$ cat config.mk
export PLATFORM = sky130hd
export DESIGN_NAME = apb_gpio_pad_seq
export DESIGN_NICKNAME = d
export VERILOG_FILES = /design/src/rtl/apb_gpio_pkg.sv /design/src/rtl/gpio_in_sync.sv /design/src/rtl/apb_gpio_pad_seq.sv
export SDC_FILE = /design/constraint.sdc
export NUM_CORES = 1
export LEC_CHECK = 0
export ABC_CLOCK_PERIOD_IN_PS = 13100
export BUFFER_PORTS_ARGS = -buffer_cell sky130_fd_sc_hd__buf_4
export CAP_MARGIN = 5
export CORE_ASPECT_RATIO = 0.7
export CORE_MARGIN = 2
export CORE_UTILIZATION = 35
export DETAILED_ROUTE_END_ITERATION = 10
export PLACE_DENSITY_LB_ADDON = 0.12
export SYNTH_ARGS = -nofsm -noshare
export SYNTH_HDL_FRONTEND = slang
export SYNTH_SLANG_ARGS = --single-unit
$ cat constraint.sdc
create_clock -name PCLK -period 13.1 [get_ports PCLK]
set_input_delay 1.965 -clock PCLK [delete_from_list [all_inputs] [get_ports PCLK]]
set_output_delay 1.965 -clock PCLK [all_outputs]
set_load 0.02 [all_outputs]
$ cat src/rtl/apb_gpio_pkg.sv
// Shared types and default sizing for the GPIO pad sequencer.
package apb_gpio_pkg;

  localparam int GW_DEF       = 32;
  localparam int TURN_CYC_DEF = 2;

  typedef enum logic [2:0] {
    IDLE,
    RELEASE,
    TURN,
    DRIVE,
    ENABLE
  } state_t;

endpackage

$ cat src/rtl/gpio_in_sync.sv
// Two-flop pad input synchroniser with per-bit change detect.
// Change pulses are suppressed on bits the block is currently driving.
module gpio_in_sync #(
  parameter int GW = 32
) (
  input  logic          clk,
  input  logic          rst,
  input  logic [GW-1:0] in_pad,
  input  logic [GW-1:0] oen_padoe,
  output logic [GW-1:0] in_sync,
  output logic [GW-1:0] in_chg
);

  logic [GW-1:0] meta;
  logic [GW-1:0] in_sync_d;

  always_ff @(posedge clk or posedge rst) begin
    if (rst) begin
      meta      <= '0;
      in_sync   <= '0;
      in_sync_d <= '0;
      in_chg    <= '0;
    end else begin
      meta      <= in_pad;
      in_sync   <= meta;
      in_sync_d <= in_sync;
      in_chg    <= (in_sync ^ in_sync_d) & ~oen_padoe;
    end
  end

endmodule

$ cat src/rtl/apb_gpio_pad_seq.sv
// Pad reconfiguration sequencer: releases outputs first, waits a guard
// interval before turning any input into an output, then drives data and enables.
module apb_gpio_pad_seq
  import apb_gpio_pkg::*;
#(
  parameter int GW       = GW_DEF,
  parameter int TURN_CYC = TURN_CYC_DEF
) (
  input  logic          PCLK,
  input  logic          PRESET,
  input  logic          req_valid,
  output logic          req_ready,
  input  logic [GW-1:0] req_out,
  input  logic [GW-1:0] req_oe,
  output logic [GW-1:0] out_pad,
  output logic [GW-1:0] oen_padoe,
  input  logic [GW-1:0] in_pad,
  output logic [GW-1:0] in_sync,
  output logic [GW-1:0] in_chg,
  output logic          done
);

  state_t        state;
  logic [GW-1:0] tgt_out;
  logic [GW-1:0] tgt_oe;
  logic [GW-1:0] new_en;
  logic [3:0]    cnt;

  assign req_ready = (state == IDLE) && !PRESET;

  always_ff @(posedge PCLK or posedge PRESET) begin
    if (PRESET) begin
      state     <= IDLE;
      tgt_out   <= '0;
      tgt_oe    <= '0;
      new_en    <= '0;
      cnt       <= '0;
      out_pad   <= '0;
      oen_padoe <= '0;
      done      <= 1'b0;
    end else begin
      done <= 1'b0;
      case (state)
        IDLE: begin
          if (req_valid) begin
            tgt_out <= req_out;
            tgt_oe  <= req_oe;
            new_en  <= req_oe & ~oen_padoe;
            state   <= RELEASE;
          end
        end
        RELEASE: begin
          // Only drop enables here; newly enabled bits wait for the guard.
          oen_padoe <= oen_padoe & tgt_oe;
          if (|new_en) begin
            cnt   <= 4'(TURN_CYC - 1);
            state <= TURN;
          end else begin
            state <= DRIVE;
          end
        end
        TURN: begin
          if (cnt == 4'd0) state <= DRIVE;
          else             cnt   <= cnt - 4'd1;
        end
        DRIVE: begin
          out_pad <= tgt_out;
          state   <= ENABLE;
        end
        ENABLE: begin
          oen_padoe <= tgt_oe;
          done      <= 1'b1;
          state     <= IDLE;
        end
        default: state <= IDLE;
      endcase
    end
  end

  gpio_in_sync #(.GW(GW)) u_in_sync (
    .clk       (PCLK),
    .rst       (PRESET),
    .in_pad    (in_pad),
    .oen_padoe (oen_padoe),
    .in_sync   (in_sync),
    .in_chg    (in_chg)
  );

endmodule

==> results.toml, run 1 <==
[outcome]
status = "finished, final reports clean"

[global_route]
overflow = 0
grt_usage_pct = 14.4
grt_pass1_wl_um = 34400
grt_max_degree = 145
grt_pass1_vias = 6121
antenna_found_initial = 0

[detailed_routing]
drt_iter0_drc = 249
firstDrtPassIters = 6
vias = 5990
postRouteAntennaNets = 0
drc = 0
via_per_inst = 4.43
routed_wl_um = 21400
wire_per_inst_um = 15.8

[finish]
fin_nets = 1061
n_antenna_cell = 0
utilization_pct = 46.9
stdcell_count = 1353
fill_cells = 2584
layout-drive-gt1-share_pct = 36.2
area_delta_synth_final_pct = 30.8

[clock_tree]
cts.htree.levels = 1
cts_hold_buf = 0
root_buffer = "clkbuf_16"
ctsLongestPathBuffers = 3
post_cts_buffers = 0
clock_latency_ns = 0.55
post_cts_resized = 0
cts_sinks = 296
cts_made_buffers = 29
tritoncts = "done"
clkTransAtPathRegs_ns = 0.06

[worst_setup_path]
ff2ff_setup_slack_ns = 10.59
cp-start-kind = "input port"
cp.arrival_ns = 2.45
worstSetupPathType = "input port to output port"
required_ns = 11.14
critical_path.max_fanout = 2
crit_path_end_kind = "output port"

[placed_design]
hpwlAfterDp_um = 13500
io_buffers = 228
dp.cells = 1300
place_ws_ns = 8.21
gp_congestion = 0.694

[yosys]
yosys_warnings = 0
ys.flop_type = "dfrtp_1"
yosys.cell_types.count = 32
synth_nets = 824
synth_seq_cells = 296
yosys-top-cells-area = "dfrtp_1 73%, mux2_2 7.1%, nand2_1 4.9%"
synth.yosys.seq_area_share_pct = 73.5
yosysTopAreaCell = "dfrtp_1"
syn_inst = 723
synth.avg_cell_area_sq_um = 13.9
synth_top_area_share_pct = 73.5
async_reset_ff_share_pct = 100
synth_edf_count = 0
synth_area_sq_mm = 0.0101

[sta]
tightestPinTransition_ns = 1.10
fmax_mhz = 226
setup-violations-final = 0
final.period_utilization_pct = 33.7
fin_setup_tns_ns = 0
slew_viol_final = 0
rsz0062_at_grt = "no"
fin_skew_ns = 0.0145
hold_viol_final = 0
setup_ws_ns = 8.68
min_period_ns = 4.42
slew_headroom_pct = 26.9

[die]
die_height_um = 146
die_area_sq_mm = 0.0302
rows = 51
pin_count = 229
die_w_um = 207
coreArea_sq_mm = 0.0281
start_util_pct = 35.9

[power]
total_power_mw = 3.07
power_density_mw_per_mm2 = 233
irDropWorstVdd_uv = 109
p_leak_nw = 6.35

[hold_path]
min_path_type = "flip-flop to flip-flop"

[job]
maxCapViolCount = 0
## per-stage QoR
stage	area, sq um	hold slack (ns)
2_1_floorplan	10100	0.331
3_5_place_dp	12200	0.335
3_3_place_gp	12200	0.331
5_1_grt	13200	0.355
6_report	13200	0.346
4_1_cts	13200	0.348
## per-layer routing
metal	wire [um]	global-route usage, %	vias up
li1	-	-	2882
met3	1490	4.48	35
met1	10500	21.6	2939
met4	393	3.51	0
met5	0	0	-
met2	9010	20.1	134
## cells in the mapped netlist (2+ instances only)
| master | instances |
|---|---|
| dfrtp_1 | 296 |
| nand2_1 | 131 |
| mux2_2 | 64 |
| nor2_1 | 38 |
| nand2b_1 | 34 |
| o21ai_0 | 34 |
| o22a_1 | 32 |
| xnor2_1 | 32 |
| clkbuf_1 | 18 |
| nor4_1 | 9 |
| buf_2 | 7 |
| inv_1 | 4 |
| ha_1 | 2 |
| nor3_1 | 2 |
| nor3b_1 | 2 |
| o31ai_1 | 2 |
## critical path, stage by stage
cell and delay [ns]:
buf_4 0.13, nor4_1 0.16, buf_4 0.19
## layout by cell type (no fill, tap or decap), types with 9 or more instances in the layout
cell type	instances
clkbuf_8	9
nand2_1	130
xnor2_1	32
o21ai_0	34
clkbuf_16	29
dfrtp_1	296
buf_4	234
nor2_1	37
nor4_1	9
nand2b_1	34
o22a_1	32
mux2_2	64
## cells by family after synthesis
group                      share of synthesized area (%)
and+or+nand+nor                                     10.1
muxes                                               7.25
adders and majority gates                          0.248
xor gates and xnor gates                            2.78
DFF                                                 73.5
buffers and inverters                               1.39
AOI/OAI and AO/OA                                   4.75
## area by class of cell
cell class	instances	area [sq um]	share of cell area, %
clock buffer	42	865	6.56
clock inverter	11	111	0.845
inverter	4	22.5	0.171
multi-input combinational	395	2550	19.4
sequential	296	7410	56.2
tap	371	464	3.52
timing repair buffer	234	1760	13.3
## report_power, final
group          switching (mW)  internal (mW)  total, mW
Combinational           0.444          0.416      0.859
Sequential              0.172           1.19       1.37
Clock                   0.348          0.496      0.844
## registers in the layout, indices dropped and copies added (netlist names)
register             cells
cnt                      4
tgt_out                 32
u_in_sync.in_chg        32
new_en                  32
state                    3
out_pad                 32
u_in_sync.meta          32
done                     1
tgt_oe                  32
u_in_sync.in_sync       32
oen_padoe               32
u_in_sync.in_sync_d     32
## path summary, 6_finish.rpt
path,from,to,cells after the start
min reg2reg,u_in_sync.meta[19],u_in_sync.in_sync[19],0
max in group asynchronous,PRESET,new_en[0],4
max,PRESET,req_ready,3
max reg2reg,state[0],tgt_out[3],4
min,u_in_sync.meta[19],u_in_sync.in_sync[19],0
min in group asynchronous,PRESET,out_pad[31],2
Note: power is estimated with default switching activity, not from simulation.
==> run 2: changes to the inputs <==
ABC_CLOCK_PERIOD_IN_PS = 4200   (was 13100)
clock period = 4.2 ns   (was 13.1 ns; I/O delays follow)
==> run 2 against run 1 <==
  * Final cell count grew 0.22%
  * Via count grew 0.43%
  * First-iteration DRC count grew 11%
  * Sequential power grew to 3.1 times the previous value
  * Clock skew shrank 0.010 ns
  * Power grew to 3.1 times the previous value
  * Largest power group unchanged
  * Sequential share of layout area shrank 0.18 points
  * Utilization grew 0.15 points
  * Critical path depth shrank 1
  * Combinational power grew to 3.1 times the previous value
  * Count of clock-buffer cells in the layout grew 5
  * Final area grew 0.31%
==> results.toml, run 2 (synthesis results as in run 1) <==
[sta]
hold_viol_final = 0
final.period_utilization_pct = 51.7
rsz0062_at_grt = "no"
slew_headroom_pct = 33.5
tightestPinTransition_ns = 0.995
fin_skew_ns = 0.00418
fmax_mhz = 460
fin_setup_tns_ns = 0
slew_viol_final = 0
min_period_ns = 2.17
setup_ws_ns = 2.03
whs_ns = 0.188
setup-violations-final = 0

[detailed_routing]
top_layer = "met4"
wl_met3_um = 1490
met2WireLength_um = 9070
firstDrtPassIters = 4
wl_met1_um = 10400
vias = 6016
routed_wl_um = 21300
postRouteAntennaNets = 0
drt_iter0_drc = 277
via_per_inst = 4.44
wire_per_inst_um = 15.7
drc = 0

[worst_setup_path]
crit_path_end_kind = "output port"
crit_chain = "nor4_1 -> buf_4"
critical_path.max_fanout = 7
worstSetupPathType = "flip-flop to output port"
rr_endpoint = "cnt[1]"
path_delay_family = "flip-flops"
critPathSlowestCell = "dfrtp_1"
ff2ff_setup_slack_ns = 2.06
ff2ff_path_depth = 5
cp.arrival_ns = 1.54
worst-path-buf-inv = 1
regToRegStartpoint = "state[0]"
critical-path-max-stage-delay_ns = 0.47
cp-start-kind = "flip-flop"
required_ns = 3.57

[power]
p_leak_nw = 6.36
pwr-share-comb_pct = 28.2
p_clk_share_pct = 27.1
p_int_mw = 6.56
swShare_pct = 31.1
power_switching_mw = 2.97
irDropWorstVdd_uv = 304
power_density_mw_per_mm2 = 721
p_seq_share_pct = 44.8
total_power_mw = 9.53

[hold_path]
holdCritStartpoint = "in_pad[27]"
min_path_type = "input port to flip-flop"
min_path_cells = 1
hold_end = "u_in_sync.meta[27]"

[placed_design]
dp.cells = 1303
place_ws_ns = 2.00
io_buffers = 228
gp_congestion = 0.705
hpwlAfterDp_um = 13700

[clock_tree]
cts_sinks = 296
tritoncts = "done"
root_buffer = "clkbuf_16"
cts.htree.levels = 1
post_cts_buffers = 0
cts_hold_buf = 0
clock_latency_ns = 0.54
ctsLongestPathBuffers = 3
cts_made_buffers = 30
clkTransAtPathRegs_ns = 0.06
post_cts_resized = 0

[finish]
layout-drive-gt1-share_pct = 35.8
n_antenna_cell = 0
final_common_cell = "dfrtp_1"
area_delta_synth_final_pct = 31.2
stdcell_count = 1356
fin_nets = 1065
final_cell_mix = "296 x dfrtp_1, 234 x buf_4, 130 x nand2_1"

[global_route]
grt_max_degree = 103
antenna_found_initial = 0
grt_pass1_wl_um = 34600
overflow = 0
grt_pass1_vias = 6315
grt_usage_pct = 14.4

[die]
pin_count = 229
die_area_sq_mm = 0.0302
rows = 51
start_util_pct = 35.9
coreArea_sq_mm = 0.0281
die_w_um = 207
die_height_um = 146

[outcome]
status = "finished, final reports clean"

[job]
maxCapViolCount = 0
## run 2: per-stage QoR
stage	instance area [sq um]	util [%]
after CTS	13200	47.1
after detailed placement	12300	43.7
after floorplan	10100	-
after global placement	12300	43.7
final	13200	47.1
after global routing	13200	47.1
## run 2: cell type report
| cell class | count | area (sq um) |
|---|---|---|
| clock inverters | 6 | 55.1 |
| inverters | 4 | 18.8 |
| repair buffers | 237 | 1820 |
| well taps | 371 | 464 |
| clock buffers | 47 | 906 |
| fillers | 2581 | 14900 |
| flip-flops and latches | 296 | 7410 |
| multi-input cells | 395 | 2550 |
## run 2: worst reg2reg max path, delay by kind of cell (launching register included)
family,cells,cell delay (ns)
compound gates,1,0.11
flops,1,0.49
simple gates,4,1.47
## run 2: power groups by stage
stage	clock, mW	sequential [mW]	combinational (mW)
after global routing	2.80	4.40	2.97
after CTS	2.68	4.28	2.75
final	2.58	4.26	2.69
after floorplan	0	4.60	1.36
after detailed placement	0	4.31	2.75
after global placement	0	4.31	2.70
## run 2: routing by layer
| layer | vias to the layer above | track usage [%] |
|---|---|---|
| li1 | 2888 | - |
| met1 | 2962 | 21.6 |
| met2 | 136 | 20.3 |
| met3 | 30 | 4.70 |
| met4 | 0 | 2.98 |
| met5 | - | 0 |
## run 2: worst max-delay path by stage
| stage | start | endpoint | cells past startpoint |
|---|---|---|---|
| after global placement | req_valid | tgt_oe[8] | 4 |
| final | state[0] | req_ready | 2 |
| after detailed placement | req_valid | tgt_oe[13] | 4 |
| after CTS | state[0] | req_ready | 2 |
| after global routing | state[0] | cnt[1] | 5 |
| after floorplan | PRESET | cnt[0] | 1 |
